`src/rtl/instruction_decoder.sv`:
```
// Instruction decoder with execute-step tracking.
// It latches the fetched word into IR and decodes the opcode. It counts the
// sequencer execute strobes and pulses DONE once the last step has been
// taken.
// Optional feature macro: DECODER_IOT_EN. When defined, IOT decodes and takes
// two steps. When undefined, IOT is a one-step NOP and instIOT is held at 0.
//
// state   | meaning
// S_IDLE  | no instruction held since reset (VALID low)
// S_EXEC  | instruction fetched, execute steps in progress
// S_FIN   | DONE issued, decode held until the next fetch
module instruction_decoder (
    input  logic        CLK,
    input  logic        RESET_N,
    input  logic [11:0] MEMDATA,
    input  logic        STB_FETCH,
    input  logic        STB_AUTOINC1,
    input  logic        STB_AUTOINC2,
    input  logic        STB_INDIRECT,
    input  logic        STB_1,
    input  logic        STB_2,
    input  logic        STB_3,
    input  logic        STB_4,
    input  logic        STB_5,
    input  logic        STB_6,
    output logic [1:0]  SEQTYPE,
    output logic        DONE,
    output logic [11:0] IR,
    output logic        instAND,
    output logic        instTAD,
    output logic        instISZ,
    output logic        instDCA,
    output logic        instJMS,
    output logic        instJMP,
    output logic        instIOT,
    output logic        instOPR,
    output logic        VALID,
    output logic        ERR
);

    typedef enum logic [1:0] {
        S_IDLE = 2'd0,
        S_EXEC = 2'd1,
        S_FIN  = 2'd2
    } state_t;

    state_t     state;
    logic [2:0] step;
    logic [2:0] step_next;
    logic [2:0] n_steps;
    logic [2:0] opcode;
    logic [7:0] stb_vec;
    logic       hit;
    logic       is_final;
    logic       fire_norm;
    logic       fire_ovr;
    logic [8:0] seq_src;
    logic       is_ind;
    logic       is_ppind;
    logic       unused_strobes;

    // Address-mode strobes only steer the external sequencer; they never touch step or DONE.
    assign unused_strobes = STB_AUTOINC1 | STB_AUTOINC2 | STB_INDIRECT;

    assign opcode = IR[11:9];

    // SEQTYPE looks through to MEMDATA during fetch so the sequencer can branch right away.
    always_comb begin
        seq_src  = STB_FETCH ? MEMDATA[11:3] : IR[11:3];
        is_ind   = (seq_src[8:6] < 3'd6) && seq_src[5];
        is_ppind = is_ind && !seq_src[4] && (seq_src[3:0] == 4'b0001);
        SEQTYPE  = {is_ppind, is_ind};
    end

    // Execute step count for the opcode that is held.
    always_comb begin
        n_steps = 3'd1;
        case (opcode)
            3'd2:    n_steps = 3'd3;
            3'd4:    n_steps = 3'd2;
`ifdef DECODER_IOT_EN
            3'd6:    n_steps = 3'd2;
`else
            3'd6:    n_steps = 3'd1;
`endif
            3'd7:    n_steps = 3'd3;
            default: n_steps = 3'd1;
        endcase
    end

    // Only the strobe for the next step in order counts. An out-of-order STB_6 is still an overrun.
    always_comb begin
        stb_vec   = {2'b00, STB_6, STB_5, STB_4, STB_3, STB_2, STB_1};
        hit       = stb_vec[step];
        step_next = step + 3'd1;
        is_final  = hit && (step_next == n_steps);
        fire_norm = (state == S_EXEC) && !STB_FETCH && is_final;
        fire_ovr  = (state == S_EXEC) && !STB_FETCH && STB_6 && !is_final;
    end

    // Sequencing FSM. A fetch always wins and restarts the instruction.
    always_ff @(posedge CLK or negedge RESET_N) begin
        if (!RESET_N) begin
            state <= S_IDLE;
            IR    <= 12'd0;
            step  <= 3'd0;
            DONE  <= 1'b0;
            ERR   <= 1'b0;
        end else begin
            DONE <= 1'b0;
            if (STB_FETCH) begin
                IR    <= MEMDATA;
                step  <= 3'd0;
                state <= S_EXEC;
            end else if (state != S_IDLE) begin
                if (hit) begin
                    step <= step_next;
                end
                if (fire_norm || fire_ovr) begin
                    DONE  <= 1'b1;
                    state <= S_FIN;
                end
                if (fire_ovr) begin
                    ERR <= 1'b1;
                end
            end
        end
    end

    // One-hot decode, qualified by a held instruction.
    always_comb begin
        VALID   = (state != S_IDLE);
        instAND = VALID && (opcode == 3'd0);
        instTAD = VALID && (opcode == 3'd1);
        instISZ = VALID && (opcode == 3'd2);
        instDCA = VALID && (opcode == 3'd3);
        instJMS = VALID && (opcode == 3'd4);
        instJMP = VALID && (opcode == 3'd5);
`ifdef DECODER_IOT_EN
        instIOT = VALID && (opcode == 3'd6);
`else
        instIOT = 1'b0;
`endif
        instOPR = VALID && (opcode == 3'd7);
    end

endmodule

```
`config.mk`:
```
export PLATFORM = sky130hd
export DESIGN_NAME = instruction_decoder
export DESIGN_NICKNAME = d
export VERILOG_FILES = /design/src/rtl/instruction_decoder.sv
export SDC_FILE = /design/constraint.sdc
export NUM_CORES = 1
export LEC_CHECK = 0
export CORE_UTILIZATION = 30
export DETAILED_ROUTE_END_ITERATION = 10
export GPL_TIMING_DRIVEN = 0
export PLACE_DENSITY = 0.66
export SLEW_MARGIN = 20
export SYNTH_ARGS = -nofsm -noshare
export SYNTH_HDL_FRONTEND = slang
export SYNTH_SLANG_ARGS = --single-unit
```
`constraint.sdc`:
```
create_clock -name CLK -period 1.7 [get_ports CLK]
set_input_delay 0.255 -clock CLK [delete_from_list [all_inputs] [get_ports CLK]]
set_output_delay 0.255 -clock CLK [all_outputs]
set_load 0.02 [all_outputs]
```
==> results of run 1 <==
-- report_power, final --
part	leakage [nW]	internal, mW	total, mW	switching (mW)
combinational	0.545	0.465	0.920	0.455
sequential	0.224	0.535	0.627	0.0917
clock	0.0139	0.0895	0.242	0.152
total	0.783	1.09	1.79	0.699
-- metal layers --
| metal | up-vias | share of wire | wire [um] |
|---|---|---|---|
| li1 | 471 | - | - |
| met2 | 44 | 0.49 | 1350 |
| met5 | - | 0 | 0 |
| met1 | 452 | 0.42 | 1140 |
| met4 | 0 | 0.0062 | 17 |
| met3 | 2 | 0.088 | 242 |
-- cell type report --
type	instances	area, um2
inverters	3	11.3
clock inverters	1	7.51
clock buffers	3	22.5
flip-flops and latches	19	478
multi-input cells	71	652
plain buffers	7	65.1
fillers	324	1540
repair buffers	55	531
well taps	46	57.6
-- registers in the layout, summed over array words and instances, names as in the netlist --
| register | count |
|---|---|
| step | 3 |
| IR | 12 |
| ERR | 1 |
| DONE | 1 |
| state | 2 |
-- cell usage in the layout (no fill, tap or decap), types with 2 or more instances in the layout --
cell | Yosys | final
dfrtp_1 | 19 | 17
clkdlybuf4s50_1 | 0 | 31
nand2b_1 | 4 | 2
inv_1 | 3 | 3
buf_2 | 1 | 2
nand2_1 | 4 | 3
a21oi_1 | 3 | 3
clkbuf_8 | 0 | 2
mux2_2 | 15 | 12
nor2_1 | 9 | 7
buf_6 | 0 | 5
a2111o_1 | 2 | 2
nor2b_1 | 5 | 4
clkbuf_4 | 0 | 3
mux2_4 | 0 | 3
o21ai_1 | 0 | 2
buf_4 | 3 | 16
dfrtp_2 | 0 | 2
nand2b_4 | 0 | 2
o21ai_0 | 5 | 3
xor2_1 | 3 | 3
-- what timing repair did --
| item | 4_1_cts | 5_1_grt |
|---|---|---|
| resized for setup | 77 | 22 |
| endpoints found under the setup margin | 11 | 14 |
| pin swaps | 8 | 7 |
| setup buffers | 9 | 2 |
-- per-stage QoR --
stage	total power [mW]	cells	area, um2	setup slack [ns]	utilization
5_1_grt	1.91	205	1820	-0.242	0.542
3_3_place_gp	1.35	191	1560	-1.22	0.464
2_1_floorplan	1.08	101	1060	0.00276	-
4_1_cts	1.72	203	1740	-0.193	0.517
6_report	1.79	205	1820	-0.156	0.542
3_5_place_dp	1.37	191	1560	-1.25	0.464
-- cell families (layout without fill, tap and decap cells) --
logic type | Yosys count | in the layout | synth area share
AOI/OAI and AO/OA | 18 | 18 | 0.129
xor gates and xnor gates | 3 | 3 | 0.0248
adders and majority gates | 1 | 1 | 0.0118
buffers and inverters | 11 | 69 | 0.0507
DFF | 19 | 19 | 0.448
muxes | 17 | 17 | 0.179
other | 1 | 1 | 0.00353
and+or+nand+nor | 31 | 31 | 0.153
-- how the worst max path moves through the flow --
stage          slack, ns         end  cells after the start
2_1_floorplan      0.003    state[0]                      5
3_3_place_gp       -1.22  SEQTYPE[1]                      8
3_5_place_dp       -1.25  SEQTYPE[1]                      8
4_1_cts            -0.19  SEQTYPE[1]                      5
5_1_grt            -0.24  SEQTYPE[1]                      5
6_report           -0.16  SEQTYPE[1]                      6
==> impl_results.md, run 1 <==
* Outcome: finished with violations
* Failing checks: setup timing
* I/O pins at 49
* Grt total ovfl at 0
* Die width at 61.5 um
* Worst Max-Slew Pin Slew at 0.875 ns
* Finish-stage setup viols at 4
* Max-slew headroom at 0.415
* FMAX at 539 MHz
* RSZ-0062 raised after global routing: true
* Met2 Resource Use GR at 0.270
* Final setup TNS at -0.273 ns
* CP Capture Type: output port
* Total Wirelength at 2750 um
* Netlist cell types at 32
* Root Driver: clkbuf_4
* Worst Setup Slack, final at -0.156 ns
* Reg clk slew, reported paths at 0.11 ns
* Clock skew at 0.00978 ns
* CP arrival at 1.60 ns
* GR met1 Demand/Resource at 0.198
* Dominant cells by area after synthesis: dfrtp_1 (45%), mux2_2 (16%), nor2_1 (3.2%)
* Highest fanout seen on the critical path at 2
* Post-Synthesis Net Count at 126
* Clk Latency, worst-skew pair at 0.30 ns
* Max stage delay cell, worst path: dfrtp_1
* Async SR Flop Fraction at 1.00
* Maximum Capacitance Violations at 0
* Vias in the first global route at 1,007
* Sequential area share after synthesis at 0.448
* Die area at 3780 um2
* Router iterations before antenna repair at 4
* Hold Path Cell Cnt at 2
* Leak at 0.783 nW
* Layout cells sized above 1 at 0.409
* Flop2flop setup slack at -0.03 ns
* Grt peak-use layer: met2
* Clock Sinks at 19
* Pwr/cell area at 981 nW/um2
* Largest stage delay, worst path at 0.41 ns
* CTS tree: yes
* Initial Utilization at 0.315
* Startpoint Class: register
* WS Path Type: reg2out
* Commonest cells in the netlist: dfrtp_1 (19), mux2_2 (15), nor2_1 (9)
* Avg Inst Size Synth at 10.5 um2
* Iteration-0 DRC Markers at 19
* Worst Hold End: IR[8]
* Post-DRT Antenna Nets at 0
* FP Rows at 21
* Critical path's top delay family: flip-flops
* Ys Warns at 0
* Post-Synthesis Cell Area at 1060 um2
* Minimum clock period at 1.86 ns
* M3 GR Usage at 0.0483
* CTS HTree Levels at 1
* Crit path launch: IR[10]
* Leading register cell type out of synthesis: dfrtp_1
* Min-Delay Path Class: in2reg
* GP Congestion at 0.729
* HPWL Detailed at 1900 um
* Initial antenna violation count at 0
* Antenna Cells at 0
* Min-delay src: STB_FETCH
* Flops & latches, synth at 19
* Worst hold slack at 0.373 ns
* Fin. max-slew vios at 0
* Most frequent cell after synthesis: dfrtp_1
* Final hold viol count at 0
* Worst Reg-to-Reg Cells at 7
* Nets at 185
* Die Span Y at 61.5 um
* R2r endpoint: state[0]
* Vias post-DR at 969
* Layout Area Growth over Synthesis at 71.9%
* Max rail drop VDD at 0.446 mV
* Port Buf Inserts at 44
* DR DRC count at 0
* CTS buffer count at 3
* Syn Inst Count at 101
* Maximum clock path buffer count at 2
* Share of the synthesized area in the top cell type at 0.448
* Drt wl/cell at 13.4 um
* Worst reg2reg startpoint: IR[10]
* Largest net degree at the start of global routing at 20
* Synth area leader: dfrtp_1
* Vias per cell at 4.73
* Post-CTS Hold Buffers at 0
* WP data required at 1.44 ns
* Post-synth EDFFs at 0
* WP buf/inv at 2
* GRT Total Usage at 0.164
* First-pass GRT wire length at 4450 um
* Final Cycle Share at 1.09
* Critical path cell sequence: clkbuf_8, mux2_4, a21boi_2, nand2_1, nor2_1, buf_6
* Area of the core at 3360 um2
Power figures use the tool's default switching activity.
==> run 2, diff against run 1 <==
--- a/config.mk
+++ b/config.mk
@@ -9,6 +9,7 @@
 export DETAILED_ROUTE_END_ITERATION = 10
 export GPL_TIMING_DRIVEN = 0
 export PLACE_DENSITY = 0.66
+export SETUP_SLACK_MARGIN = 0.5
 export SLEW_MARGIN = 20
 export SYNTH_ARGS = -nofsm -noshare
 export SYNTH_HDL_FRONTEND = slang
==> impl_results.md, run 2 (synthesized netlist as in run 1, its figures left out) <==
* Outcome: finished with violations (unchanged)
* Failing checks: setup timing (unchanged)
* Clk Latency, worst-skew pair at 0.30 ns (about the same)
* Nets at 199 (was 185)
* Drt wl/cell at 14.4 um (was 13.4 um)
* GP Congestion at 0.743 (was 0.729)
* Register with the most flip-flops: IR (unchanged)
* Largest net degree at the start of global routing at 20 (unchanged)
* Placed Area at 1670 um2 (was 1560 um2)
* I/O pins at 49 (unchanged)
* Vias post-DR at 1,048 (was 969)
* Highest fanout seen on the critical path at 4 (was 2)
* Maximum clock path buffer count at 2 (unchanged)
* Iteration-0 DRC Markers at 10 (was 19)
* Die area at 3780 um2 (unchanged)
* Finish-stage setup viols at 6 (was 4)
* Vias per cell at 4.79 (was 4.73)
* Layout cells sized above 1 at 0.613 (was 0.409)
* Max-slew headroom at 0.421 (was 0.415)
* Area of the core at 3360 um2 (unchanged)
* Die width at 61.5 um (unchanged)
* Min-Delay Path Class: in2async (was in2reg)
* Worst Reg-to-Reg Cells at 7 (unchanged)
* Final Cycle Share at 1.12 (was 1.09)
* Pwr/cell area at 1010 nW/um2 (was 981 nW/um2)
* WS Path Type: reg2out (unchanged)
* Leak at 0.885 nW (was 0.783 nW)
* Most common cell after layout, fill and taps aside: buf_6 (was clkdlybuf4s50_1)
* Grt total ovfl at 0 (unchanged)
* First-pass GRT wire length at 4610 um (was 4450 um)
* Vias in the first global route at 1,084 (was 1,007)
* FMAX at 523 MHz (was 539 MHz)
* CTS tree: yes (unchanged)
* Inst Count DP at 191 (unchanged)
* Startpoint Class: register (unchanged)
* Final hold viol count at 0 (unchanged)
* Worst Setup Slack, final at -0.210 ns (was -0.156 ns)
* Flop2flop setup slack at -0.11 ns (was -0.03 ns)
* Post-Layout Inst Area at 2020 um2 (was 1820 um2)
* Worst Max-Slew Pin Slew at 0.867 ns (was 0.875 ns)
* Reg clk slew, reported paths at 0.12 ns (was 0.11 ns)
* Final Non-Filler Cells at 219 (was 205)
* Post-DRT Antenna Nets at 0 (unchanged)
* CP Capture Type: output port (unchanged)
* Die Span Y at 61.5 um (unchanged)
* Initial Utilization at 0.315 (unchanged)
* HPWL Detailed at 2000 um (was 1900 um)
* GRT Total Usage at 0.168 (was 0.164)
* Antenna Cells at 0 (unchanged)
* Minimum clock period at 1.91 ns (was 1.86 ns)
* WP data required at 1.44 ns (about the same)
* Total Wirelength at 3160 um (was 2750 um)
* Router iterations before antenna repair at 3 (was 4)
* CP arrival at 1.66 ns (was 1.60 ns)
* Max rail drop VDD at 0.507 mV (was 0.446 mV)
* Fin. max-slew vios at 0 (unchanged)
* Clock Sinks at 19 (unchanged)
* Maximum Capacitance Violations at 0 (unchanged)
* Root Driver: clkbuf_4 (unchanged)
* Worst reg2reg startpoint: IR[10] (unchanged)
* DR DRC count at 0 (unchanged)
* CTS buffer count at 3 (unchanged)
* Max FFs per register at 12 (unchanged)
* Commonest non-fill, non-tap cells in the layout: buf_6 (20), buf_4 (19), clkdlybuf4s50_1 (18) (was clkdlybuf4s50_1 (31), dfrtp_1 (17), buf_4 (16))
* CTS HTree Levels at 1 (unchanged)
* RSZ-0062 raised after global routing: true (unchanged)
* Clock skew at 0.00852 ns (was 0.00978 ns)
* Largest registers: IR: 12 flops, step: 3 flops, state: 2 flops (unchanged)
* FP Rows at 21 (unchanged)
* R2r endpoint: state[0] (unchanged)
* Initial antenna violation count at 0 (unchanged)
* Port Buf Inserts at 44 (unchanged)
* Layout Area Growth over Synthesis at 90.1% (was 71.9%)
[run 2: changes by cell type in the layout (fill, tap and decap cells not counted), sizes merged]
cell           delta
dlygate4sd2       -1
buf              +29
clkdlybuf4s50    -13
clkbuf            -1
[run 2: cell type report]
type	count	area (um2)
buffer	8	88.8
clock buffer	3	22.5
clock inverter	1	7.51
fill	306	1350
inverter	3	11.3
multi-input combinational	71	737
sequential	19	483
tap	46	57.6
timing repair buffer	68	609
[run 2: routing by layer]
layer,track usage,vias up,share of wire
met4,0.0698,0,0.015
li1,-,500,-
met3,0.0210,6,0.043
met5,0,-,0
met2,0.317,35,0.54
met1,0.190,507,0.40
[run 2: how the worst max path moves through the flow]
stage	cells past startpoint	from	end	slack, ns
final	7	IR[11]	SEQTYPE[1]	-0.21
after global routing	6	IR[4]	SEQTYPE[1]	-0.32
after CTS	6	IR[4]	SEQTYPE[1]	-0.23
after detailed placement	8	STB_FETCH	SEQTYPE[1]	-1.07
after global placement	8	STB_FETCH	SEQTYPE[1]	-1.03
after floorplan	5	IR[11]	state[0]	0.15
[run 2: repair_timing]
item,CTS,global route
pin swaps,10,4
hold buffers,0,0
gates resized for setup,140,31
setup endpoints to repair,35,25
setup buffers,17,7
[run 2: worst max-delay path: stages (launching register included)]
cell and delay [ns]:
dfrtp_2 0.43, buf_8 0.13, mux2_4 0.27, a21boi_2 0.16
nand2_1 0.06, nor2_1 0.09, buf_4 0.11, buf_6 0.10
[run 2: power by group]
group / leakage [nW] / total, mW / switching (mW) / internal, mW
clock: 0.0139 / 0.236 / 0.146 / 0.0897
sequential: 0.220 / 0.626 / 0.0897 / 0.537
combinational: 0.651 / 1.17 / 0.558 / 0.611
total: 0.885 / 2.03 / 0.794 / 1.24
[run 2: per-stage QoR]
| step | TNS (ns) | worst slack (ns) | total power [mW] | hold slack (ns) | utilization |
|---|---|---|---|---|---|
| global placement | -3.35 | -1.03 | 1.46 | 0.493 | 0.496 |
| finish | -0.642 | -0.210 | 2.03 | 0.0427 | 0.600 |
| CTS | -0.631 | -0.232 | 1.87 | 0.366 | 0.551 |
| global route | -1.29 | -0.315 | 2.15 | 0.102 | 0.600 |
| floorplan | 0 | 0.153 | 1.19 | -0.0406 | - |
| detailed placement | -3.96 | -1.07 | 1.49 | 0.499 | 0.496 |
